`config.mk`:
```
export PLATFORM = sky130hd
export DESIGN_NAME = neuron_controller_flat
export DESIGN_NICKNAME = d
export VERILOG_FILES = /design/src/rtl/neuron_pkg.sv /design/src/rtl/neuron_controller_if.sv /design/src/rtl/term_counter.sv /design/src/rtl/neuron_controller.sv /design/src/flat_wrapper.sv
export SDC_FILE = /design/constraint.sdc
export NUM_CORES = 1
export LEC_CHECK = 0
export CAP_MARGIN = 0
export CORE_MARGIN = 2
export CORE_UTILIZATION = 35
export CTS_BUF_LIST = sky130_fd_sc_hd__clkbuf_4
export CTS_CLUSTER_DIAMETER = 40
export DETAILED_ROUTE_END_ITERATION = 7
export HOLD_SLACK_MARGIN = 0.08
export PLACE_DENSITY = 0.72
export SLEW_MARGIN = 5
export SYNTH_ARGS = -nofsm -noshare
export SYNTH_HDL_FRONTEND = slang
export SYNTH_SLANG_ARGS = --single-unit
```
`constraint.sdc`:
```
create_clock -name clk -period 3.7 [get_ports clk]
set_input_delay 0.37 -clock clk [delete_from_list [all_inputs] [get_ports clk]]
set_output_delay 0.37 -clock clk [all_outputs]
set_load 0.01 [all_outputs]
```
`src/rtl/neuron_pkg.sv`:
```
// rtl/neuron_pkg.sv - shared state encoding, default sizing and width helper for the neuron datapath
package neuron_pkg;

  localparam logic [2:0] S_IDLE    = 3'd0;
  localparam logic [2:0] S_CLEAR   = 3'd1;
  localparam logic [2:0] S_ACCUM   = 3'd2;
  localparam logic [2:0] S_PRESENT = 3'd3;
  localparam logic [2:0] S_FINISH  = 3'd4;

  localparam int DEF_N       = 16;
  localparam int DEF_NEURONS = 4;
  localparam int DEF_IDX_W   = 16;

  // Bits needed to count 0..n-1, never less than one so a single-value
  // counter still has a real bus.
  function automatic int min1_clog2(input int n);
    return (n > 1) ? $clog2(n) : 1;
  endfunction

endpackage

```
`src/rtl/neuron_controller_if.sv`:
```
// rtl/neuron_controller_if.sv - run control, datapath strobes and result handshake (NEURON_CTRL_PERF_EN adds perf counters)
interface neuron_controller_if #(
  parameter int IDX_W = 16,
  parameter int NID_W = 2
) ();

  logic             start;
  logic             abort;
  logic             busy;
  logic             reg_rst;
  logic             ld;
  logic [IDX_W-1:0] index;
  logic [NID_W-1:0] neuron_id;
  logic             out_valid;
  logic             out_ready;
  logic             done;

`ifdef NEURON_CTRL_PERF_EN
  logic [31:0]      perf_cycles;
  logic [31:0]      perf_stall;

  modport master (
    input  start, abort, out_ready,
    output busy, reg_rst, ld, index, neuron_id, out_valid, done, perf_cycles, perf_stall
  );
  modport slave (
    output start, abort, out_ready,
    input  busy, reg_rst, ld, index, neuron_id, out_valid, done, perf_cycles, perf_stall
  );
`else
  modport master (
    input  start, abort, out_ready,
    output busy, reg_rst, ld, index, neuron_id, out_valid, done
  );
  modport slave (
    output start, abort, out_ready,
    input  busy, reg_rst, ld, index, neuron_id, out_valid, done
  );
`endif

endinterface

```
`src/rtl/term_counter.sv`:
```
// rtl/term_counter.sv - mod-N term counter with clear, enable and terminal-count flag
module term_counter #(
  parameter int N   = 16,
  parameter int K_W = 4
) (
  input  logic           clk,
  input  logic           rst_n,
  input  logic           clr_i,
  input  logic           en_i,
  output logic [K_W-1:0] k_o,
  output logic           tc_o
);

  logic [K_W-1:0] k_q, k_d;

  assign tc_o = (k_q == K_W'(N - 1));
  assign k_o  = k_q;

  // Clear wins over enable; wrap to zero after the terminal count.
  always_comb begin
    k_d = k_q;
    if (clr_i) begin
      k_d = '0;
    end else if (en_i) begin
      k_d = tc_o ? '0 : k_q + K_W'(1);
    end
  end

  // Counter register.
  always_ff @(posedge clk or negedge rst_n) begin
    if (!rst_n) begin
      k_q <= '0;
    end else begin
      k_q <= k_d;
    end
  end

endmodule

```
`src/rtl/neuron_controller.sv`:
```
// rtl/neuron_controller.sv - sequencer for the single-MAC neuron datapath; NEURON_CTRL_PERF_EN adds busy/stall counters
module neuron_controller
  import neuron_pkg::*;
#(
  parameter int N       = DEF_N,
  parameter int NEURONS = DEF_NEURONS,
  parameter int IDX_W   = DEF_IDX_W
) (
  input logic                 clk,
  input logic                 rst,
  neuron_controller_if.master bus
);

  localparam int NID_W = min1_clog2(NEURONS);
  localparam int K_W   = min1_clog2(N);

  logic [2:0]       state_q, state_d;
  logic [NID_W-1:0] neuron_id_q, neuron_id_d;
  logic [K_W-1:0]   k;
  logic             k_tc;
  logic             k_clr;
  logic             k_en;
  logic             aborting;
  logic             start_acc;
  logic             handshake;
  logic             last_nid;

  assign aborting  = bus.abort && (state_q != S_IDLE);
  assign start_acc = (state_q == S_IDLE) && bus.start && !bus.abort;
  assign handshake = (state_q == S_PRESENT) && bus.out_ready;
  assign last_nid  = (neuron_id_q == NID_W'(NEURONS - 1));

  // k is zeroed while entering CLEAR so index already points at the new
  // neuron's first term, and it parks on N-1 so PRESENT shows the last term.
  assign k_clr = (state_d == S_CLEAR);
  assign k_en  = (state_q == S_ACCUM) && !k_tc;

  term_counter #(
    .N   (N),
    .K_W (K_W)
  ) u_term_counter (
    .clk   (clk),
    .rst_n (rst),
    .clr_i (k_clr),
    .en_i  (k_en),
    .k_o   (k),
    .tc_o  (k_tc)
  );

  // Next-state logic; abort overrides every other transition.
  always_comb begin
    state_d = state_q;
    case (state_q)
      S_IDLE:    if (start_acc) state_d = S_CLEAR;
      S_CLEAR:   state_d = S_ACCUM;
      S_ACCUM:   if (k_tc) state_d = S_PRESENT;
      S_PRESENT: if (handshake) state_d = last_nid ? S_FINISH : S_CLEAR;
      S_FINISH:  state_d = S_IDLE;
      default:   state_d = S_IDLE;
    endcase
    if (aborting) state_d = S_IDLE;
  end

  // Neuron id resets on start and advances on each non-final handshake.
  always_comb begin
    neuron_id_d = neuron_id_q;
    if (start_acc) begin
      neuron_id_d = '0;
    end else if (handshake && !aborting && !last_nid) begin
      neuron_id_d = neuron_id_q + NID_W'(1);
    end
  end

  // State and neuron id registers.
  always_ff @(posedge clk or negedge rst) begin
    if (!rst) begin
      state_q     <= S_IDLE;
      neuron_id_q <= '0;
    end else begin
      state_q     <= state_d;
      neuron_id_q <= neuron_id_d;
    end
  end

  assign bus.busy      = (state_q != S_IDLE);
  assign bus.reg_rst   = (state_q == S_CLEAR);
  assign bus.ld        = (state_q == S_ACCUM);
  assign bus.out_valid = (state_q == S_PRESENT);
  assign bus.done      = (state_q == S_FINISH);
  assign bus.neuron_id = neuron_id_q;
  assign bus.index     = IDX_W'(neuron_id_q) * IDX_W'(N) + IDX_W'(k);

`ifdef NEURON_CTRL_PERF_EN
  logic [31:0] perf_cycles_q, perf_cycles_d;
  logic [31:0] perf_stall_q, perf_stall_d;

  // Saturating busy and backpressure counters, restarted by each accepted start.
  always_comb begin
    perf_cycles_d = perf_cycles_q;
    perf_stall_d  = perf_stall_q;
    if (start_acc) begin
      perf_cycles_d = '0;
      perf_stall_d  = '0;
    end else begin
      if (bus.busy && (perf_cycles_q != 32'hFFFF_FFFF))
        perf_cycles_d = perf_cycles_q + 32'd1;
      if ((state_q == S_PRESENT) && !bus.out_ready && (perf_stall_q != 32'hFFFF_FFFF))
        perf_stall_d = perf_stall_q + 32'd1;
    end
  end

  // Perf counter registers.
  always_ff @(posedge clk or negedge rst) begin
    if (!rst) begin
      perf_cycles_q <= '0;
      perf_stall_q  <= '0;
    end else begin
      perf_cycles_q <= perf_cycles_d;
      perf_stall_q  <= perf_stall_d;
    end
  end

  assign bus.perf_cycles = perf_cycles_q;
  assign bus.perf_stall  = perf_stall_q;
`endif

endmodule
```
`src/flat_wrapper.sv`:
```
// flat-port wrapper written by rule: the top's interface ports become plain ports
module neuron_controller_flat import neuron_pkg::*;
#(
  parameter int N       = DEF_N,
  parameter int NEURONS = DEF_NEURONS,
  parameter int IDX_W   = DEF_IDX_W
)
  (clk, rst, bus_start, bus_abort, bus_out_ready, bus_busy, bus_reg_rst, bus_ld, bus_index, bus_neuron_id, bus_out_valid, bus_done);
  neuron_controller_if #(.IDX_W(IDX_W)) bus_i ();
  input logic clk;
  input logic rst;
  input wire logic [$bits(bus_i.start)-1:0] bus_start;
  input wire logic [$bits(bus_i.abort)-1:0] bus_abort;
  input wire logic [$bits(bus_i.out_ready)-1:0] bus_out_ready;
  output wire logic [$bits(bus_i.busy)-1:0] bus_busy;
  output wire logic [$bits(bus_i.reg_rst)-1:0] bus_reg_rst;
  output wire logic [$bits(bus_i.ld)-1:0] bus_ld;
  output wire logic [$bits(bus_i.index)-1:0] bus_index;
  output wire logic [$bits(bus_i.neuron_id)-1:0] bus_neuron_id;
  output wire logic [$bits(bus_i.out_valid)-1:0] bus_out_valid;
  output wire logic [$bits(bus_i.done)-1:0] bus_done;
  assign bus_i.start = bus_start;
  assign bus_i.abort = bus_abort;
  assign bus_i.out_ready = bus_out_ready;
  assign bus_busy = bus_i.busy;
  assign bus_reg_rst = bus_i.reg_rst;
  assign bus_ld = bus_i.ld;
  assign bus_index = bus_i.index;
  assign bus_neuron_id = bus_i.neuron_id;
  assign bus_out_valid = bus_i.out_valid;
  assign bus_done = bus_i.done;
  neuron_controller #(.N(N), .NEURONS(NEURONS), .IDX_W(IDX_W)) u_core (.clk(clk), .rst(rst), .bus(bus_i));
endmodule
```
Word-level counts from Yosys, hierarchy flattened:

Cells that the tools add are included.
Widths: inputs -> output; s select.

* register bits: 9
* bits of input ports: 5
* output and inout port bits: 23
* word-level logic and storage cells: 39

* add/sub/neg operators: 3
* eq/ne operators: 7
* multiplexer cells: 11
* reductions and logical operators: 15

Operator list (number)
* $mux 3: 5
* $mux 4: 3
* $pmux 3 s4: 1
* $add 6x4->7: 1
* $logic_and 1x1->1: 7
* $eq 3x1->1 const B: 2
* $eq 3x2->1 const B: 2
* $add 4x1->4 const B: 1
* $eq 4x4->1 const B: 1
* $logic_not 1->1: 4
* $mux 2: 2
* $reduce_bool 2->1: 2
* $eq 3x3->1 const B: 1
* $logic_not 3->1: 1
* $reduce_bool 3->1: 1
* $add 2x1->2 const B: 1
* $eq 2x2->1 const B: 1

Longest topological paths before layout:

Gate-level depths: netlist (run 1).

* word-level depth: 8
* mapped depth: 5
* mapped depth without buffers: 5

Modules after synthesis:

A second synthesis (run 1) with hierarchy kept.

* cells, all modules: 69
* area total of the unflattened synthesis: 615.6 um^2

Modules (own cells, without submodules)
* neuron_controller: times used 1, cells each 49, area an instance 409.1 um^2, sequential area each 125.1 um^2
* term_counter: times used 1, cells each 20, area an instance 206.4 um^2, sequential area each 100.1 um^2

Worst setup path before layout (run 1):

No wires, ideal clock.

* path kind: reg2reg
* start: register u_core.state_q[2]
* end: register u_core.u_term_counter.k_q[2] (netlist: u_core.u_term_counter.k_o[2])
* library setup time: 0.134 ns
* arrival: 1.647 ns
* data required time: 3.566 ns
* setup slack: 1.919 ns
* cell stages (with the launch flop): 6
* buffers on the path: 1
* clock period less this slack: 1.781 ns
* path through: dfrtp_1 buf_6 or3_4 or3b_4 a311oi_4 nor3_1

* elaborated cells between the ends (all ways): 18
* classes of those cells: eq/ne (4); mux (6); reduce/logical (8)

RTL lines
* start: declaration: line neuron_controller.sv:17 `logic [2:0] state_q, state_d;`
* start signal: assignment: line neuron_controller.sv:80 `state_q <= state_d;`
* $reduce_bool 3->1 (*)
* named net bus_busy: line flat_wrapper.sv:15 `output wire logic [$bits(bus_i.busy)-1:0] bus_busy;`
* $logic_and 1x1->1 (*): line neuron_controller.sv:28 `assign aborting = bus.abort && (state_q != S_IDLE);`
* $mux 3 (*): line neuron_controller.sv:61 `if (aborting) state_d = S_IDLE;`
* $eq 3x1->1 (*): line neuron_controller.sv:35 `assign k_clr = (state_d == S_CLEAR);`
* $mux 4 or $reduce_bool 2->1 (tied branches)
* end signal: assignment: line term_counter.sv:34 `k_q <= k_d;`
* end: declaration: line term_counter.sv:14 `logic [K_W-1:0] k_q, k_d;`

The timed path passes the listed nets; every way through them passes the cells marked *.
A chain may end at the register's enable or synchronous reset.

Worst setup path in the final report (run 1):

* start: register u_core.state_q[2]
* end: output bus_ld

* word-level cells in the longest chain between the ends: 1

Ends and longest elaborated chain
* $eq 3x2->1: line neuron_controller.sv:87 `assign bus.ld = (state_q == S_ACCUM);`
* end: declaration: line flat_wrapper.sv:17 `output wire logic [$bits(bus_i.ld)-1:0] bus_ld;`

Every way passes these cells.

==> summary.md, run 1 <==
| Metric | Value |
|---|---|
| CTS tree | done |
| # rows | 15 |
| Dpl ws | 1770 ps |
| Vias in the first global route | 486 |
| GR Util All Layers | between 10% and 20% |
| Final setup margin | roughly 1500 ps |
| Largest net degree at the start of global routing | 10 |
| XOR/XNOR Fraction of Synth Area | between 4 and 5% |
| Area leader, netlist | dfrtp_1 |
| IO buf count | 17 |
| Total setup buffers inserted after CTS | 0 |
| Diode count | 0 |
| Power Density | 436 nW/um^2 |
| # DRC | 0 |
| Synthesis Warnings | 0 |
| Fin crit period | 2180 ps |
| Routed vias | between 500 and 600 |
| Crit path required time | 3330 ps |
| Multi-input logic area | 347 um^2 |
| H-tree Lvls | 1 |
| Final GP Congestion | 0.684 |
| RSZ-0062 raised after global routing | no |
| CP Cell Sequence | nor3b_2 > clkdlybuf4s50_1 |
| VDD IR max | 248 uV |
| Worst hold path class | input port to asynchronous set/reset pin |
| Root Driver | clkbuf_4 |
| Vias per cell | ~4.7 |
| Clk sink count | 9 |
| Global route overflow | 0 |
| Die width | between 40 and 50 um |
| Die height | approximately 47 um |
| CP Max Fanout | 9 |
| Critical path arrival | 1810 ps |
| Clk Latency, worst-skew pair | 270 ps |
| Post-synthesis sequential area ratio | 35.2% |
| Cell leakage power | approximately 0.36 nW |
| Top-area cell type share of the netlist area | roughly a third |
| Main combinational cell family by area after synthesis | simple AND/OR/NAND/NOR gates |
| Netlist cell types | 27 |
| Netlist Area Pre-Place | 639 um^2 |
| Clk slew on worst S/H paths | 60 ps |
| Critical path start-end classification | flop to primary output |
| Initial antenna violation count | 0 |
| Most common cell after layout, fill and taps aside | clkdlybuf4s50_1 |
| DRT Wirelength | 1320 um |
| Hold Fails Final Rpt | 0 |
| Top delay family on crit path | buffers and inverters |
| Post-route clock skew | 1.53 ps |
| Achievable frequency | 0.458 GHz |
| Layout cells sized above 1 | 10.8% |
| Post-layout nets | 91 |
| Iteration-0 DRC Markers | 7 |
| Fill count | roughly 180 |
| Top Ports | 28 |
| Most frequent cells in the layout | 17 x clkdlybuf4s50_1, 10 x conb_1, 9 x dfrtp_1 |
| Synth area leaders | dfrtp_1 35%, buf_4 14%, a311oi_4 4.1% |
| Antenna Nets Post-Route | 0 |
| Max-Cap Viols | 0 |
| Worst Path Buf+Inv | 1 |
| Clock buffer depth | 2 |
| Initial Util | 37.0% |
| Flops & latches, synth | 9 |
| Startpoint class of the critical path | flop |
| Setup crit end kind | primary output |
| Core ar. | between 1500 and 2000 um^2 |
| Post_cts resized | 0 |
| First-pass GRT wire length | approximately 2100 um |
| Syn Inst Count | between 60 and 70 |
| Slowest CP cell | clkdlybuf4s50_1 |
| Status | completed |
| Final Slew Violations | 0 |
| Sequential Area | between 200 and 250 um^2 |
| Mean Syn Cell Area | 9.69 um^2 |
| Adder-cell share of the synthesized area | 3.91% |
| Die area | 2180 um^2 |
| Final HPWL DP | approximately 1000 um |
| Post-Synth Simple-Gate Area | 28.0% |
| Mux share of post-synthesis cell area | 1.57% |
| Final setup vio count | 0 |
| Hold_buf cts | 0 |
| Synth Area in Compound Gates | 10.8% |
| Setup TNS Final | 0 ps |
| CTS Buf Count | 3 |
| Slowest stage delay, CP | ~630 ps |
| Tcrit/Tclk final | 59.0% |
| Layout area overhead | 25.6% |
| DR pass1 iterations | 4 |
| DR WL/cell | between 10 and 15 um |
==> final cells by class <==
cell class | instances | share of cell area, %
clock buffer | 4 | 3.74
multi-input combinational | 53 | 43.1
sequential | 9 | 28.0
tap | 25 | 3.89
timing repair buffer | 17 | 21.2
==> layer usage <==
layer | GRT usage (%) | wire [um] | vias up
li1 | - | - | 246
met1 | 18.4 | 545 | 242
met2 | 21.7 | 677 | 14
met3 | 4.23 | 69 | 4
met4 | 8.33 | 25 | 0
met5 | 0 | 0 | -
==> sequential cells by signal (all words and copies together), names as in the netlist <==
name and count:
u_core.u_term_counter.k_o 4, u_core.bus.neuron_id 2, u_core.state_q 3
==> final timing paths <==
check,to,slack [ps],cells after the start,startpoint
setup / recovery,bus_ld,1520,2,u_core.state_q[2]
hold / removal,u_core.u_term_counter.k_o[1],400,1,rst
setup reg to reg,u_core.u_term_counter.k_o[2],1800,4,u_core.state_q[2]
hold reg to reg,u_core.u_term_counter.k_o[1],590,2,u_core.u_term_counter.k_o[1]
max in group asynchronous,u_core.state_q[1],3010,1,rst
min in group clk,u_core.u_term_counter.k_o[1],590,2,u_core.u_term_counter.k_o[1]
==> cells in the mapped netlist <==
master and count:
buf_4 12, dfrtp_1 9, nor2_1 6, nand2_1 5, a21oi_1 4, nand3_1 4
and3_1 3, ha_1 2, nor3b_1 2, xor2_1 2, a2111oi_2 1, a311oi_4 1
and2_1 1, and3b_1 1, and4b_1 1, buf_6 1, conb_1 1, mux2i_1 1
nand4_1 1, nor3_1 1, nor3b_2 1, nor4_1 1, o21a_1 1, or2_1 1
or3_4 1, or3b_4 1, xnor2_1 1
==> power breakdown <==
part           leakage, nW  switching [mW]  total, mW  internal [mW]
logic                0.223          0.0583      0.126         0.0682
registers            0.122          0.0221      0.137          0.115
clock network       0.0184          0.0376     0.0867         0.0491
==> cell families after synthesis <==
group,after synthesis
AO/OA/AOI/OAI,7
adder cells (fa/ha/maj),2
multiplexers,1
flip-flops,9
AND/OR/NAND/NOR,30
other,1
XOR/XNOR,3
buffers and inverters,13
==> stage by stage <==
step / util, % / std cells / power [mW] / hold WS (ps) / area, um^2
finish: 46.5 / 108 / 0.350 / 400 / 803
CTS: 46.5 / 108 / 0.354 / 419 / 803
global route: 46.5 / 108 / 0.376 / 426 / 803
global placement: 44.8 / 104 / 0.261 / 553 / 773
detailed placement: 44.8 / 104 / 0.265 / 569 / 773
floorplan: - / 75 / 0.211 / 74.4 / 673
(Power assumes the default switching activity.)
==> run 2, diff against run 1 <==
==> constraint.sdc (replaced) <==
create_clock -name clk -period 2.12 [get_ports clk]
set_input_delay 0.212 -clock clk [delete_from_list [all_inputs] [get_ports clk]]
set_output_delay 0.212 -clock clk [all_outputs]
set_load 0.01 [all_outputs]
==> run 2 against run 1 <==
Against the previous run:
- critical path depth up 1
- cell count is 0.93% higher
- worst setup slack got worse by 1400 ps
- combinational power is 72% higher
- critical endpoint unchanged
- largest power group unchanged
- clock-buffer cell count did not move
- highest routed layer unchanged
- non-clock buffer count up 1
- largest cell class unchanged
- global-route usage decreased by 1.5 points
==> summary.md, run 2 (same netlist as run 1, synthesis figures left out) <==
| Metric | Value |
|---|---|
| Largest net degree at the start of global routing | 10 |
| Gate power share | 36.5% |
| H-tree Lvls | 1 |
| Crit path required time | around 1900 ps |
| Sw frac | around 32% |
| Clock buffer depth | 2 |
| Layout Cells excl Fill | 109 |
| Root Driver | clkbuf_4 |
| Fin crit period | roughly 2000 ps |
| Hold_buf cts | 0 |
| Final GP Congestion | 0.747 |
| Clk sink count | 9 |
| DRT Wirelength | 1180 um |
| Share of power burned in the clock network | 23.4% |
| Critical path start-end classification | flop to primary output |
| Hold Fails Final Rpt | 0 |
| Vias per cell | 4.51 |
| Post-route clock skew | 2.28 ps |
| DR WL/cell | 10.8 um |
| # rows | 15 |
| Tcrit/Tclk final | roughly 94% |
| Diode count | 0 |
| Status | completed |
| Internal power | 0.404 mW |
| # DRC | 0 |
| Slowest stage delay, CP | a little over 600 ps |
| Top Ports | 28 |
| Tot Pwr | 0.595 mW |
| Layout cells sized above 1 | 11.9% |
| Initial antenna violation count | 0 |
| Vias in the first global route | 456 |
| Multi-input logic area | roughly 350 um^2 |
| Max-Cap Viols | 0 |
| Total setup buffers inserted after CTS | 0 |
| CTS Buf Count | 3 |
| CP Max Fanout | 8 |
| Die height | 46.7 um |
| Clk slew on worst S/H paths | 60 ps |
| Final Slew Violations | 0 |
| Antenna Nets Post-Route | 0 |
| Top delay family on crit path | buffers and inverters |
| Final setup vio count | 0 |
| Routed vias | 492 |
| Sequential Area | 225 um^2 |
| Core ar. | 1730 um^2 |
| Layout area overhead | 26.8% |
| Die width | 46.7 um |
| Clk Latency, worst-skew pair | ~250 ps |
| Worst hold margin | 256 ps |
| Worst hold path class | input port to asynchronous set/reset pin |
| IO buf count | 17 |
| Post-layout nets | 92 |
| First-pass GRT wire length | between 1500 and 2000 um |
| RSZ-0062 raised after global routing | no |
| DP Area | around 780 um^2 |
| Setup TNS Final | 0 ps |
| Achievable frequency | 0.500 GHz |
| VDD IR max | 469 uV |
| Cell leakage power | 0.369 nW |
| GR Util All Layers | about an eighth |
| Setup crit end kind | primary output |
| Placed cells | 105 |
| Post_cts resized | 0 |
| DR pass1 iterations | 3 |
| Most common cell after layout, fill and taps aside | clkdlybuf4s50_1 |
| Critical path arrival | 1790 ps |
| Final HPWL DP | 981 um |
| Startpoint class of the critical path | flop |
| Most frequent cells in the layout | 17 x clkdlybuf4s50_1, 10 x conb_1, 9 x dfrtp_1 |
| Switching pwr | 0.191 mW |
| Power Density | 734 nW/um^2 |
| Initial Util | 37.0% |
| Slowest CP cell | clkdlybuf4s50_1 |
| RR Startpoint | u_core.state_q[0] |
| Critical Path Start | u_core.state_q[2] |
| Global route overflow | 0 |
| Iteration-0 DRC Markers | 3 |
| Worst Path Buf+Inv | 2 |
| Fill count | 177 |
| CP Cell Sequence | buf_4 > nor3b_2 > clkdlybuf4s50_1 |
| Sequential Power Share | between 40% and 50% |
| Final Cell Area | 811 um^2 |
| Die area | 2180 um^2 |
| CTS tree | done |
| Max FFs per register | 4 |
[run 2: cell types whose count changed in the layout (fill, tap and decap cells not counted), sizes merged]
cell | before | now
buf | 0 | 1
[run 2: layout make-up]
cell class	instances	area share, %
clock buffers	4	3.70
repair buffers	18	21.9
well taps	25	3.86
multi-input cells	53	42.7
flip-flops and latches	9	27.8
[run 2: per-stage QoR]
stage	setup WS (ps)	utilization, %
6_report	119	47.0
5_1_grt	34.9	47.0
4_1_cts	103	47.0
3_5_place_dp	323	45.2
3_3_place_gp	345	45.2
2_1_floorplan	339	-
[run 2: final timing paths]
path	end	slack, ps	depth (start not counted)
max	bus_ld	120	3
min	u_core.u_term_counter.k_o[0]	260	1
max reg2reg	u_core.u_term_counter.k_o[2]	300	4
min reg2reg	u_core.u_term_counter.k_o[1]	580	2
max in group asynchronous	u_core.bus.neuron_id[0]	1570	1
min in group clk	u_core.u_term_counter.k_o[1]	580	2
[run 2: power by group through the flow]
stage | clock network (mW) | logic, mW | registers, mW
floorplan | 0 | 0.123 | 0.246
detailed placement | 0 | 0.219 | 0.240
finish | 0.139 | 0.217 | 0.239
CTS | 0.148 | 0.220 | 0.237
global route | 0.154 | 0.238 | 0.245
global placement | 0 | 0.217 | 0.239
[run 2: worst register-to-register path, cell delays in order (launching register included)]
cell	delay, ps
dfrtp_1	440
or3_4	430
or3b_4	390
a311oi_4	340
nor3_1	100
[run 2: layer usage]
metal  track usage (%)  vias to the layer above  wire length, um
met5                 0                        -                0
met3              3.08                        2               54
met1              16.4                      233              492
met4              7.78                        0                8
met2              19.7                       12              620
li1                  -                      245                -
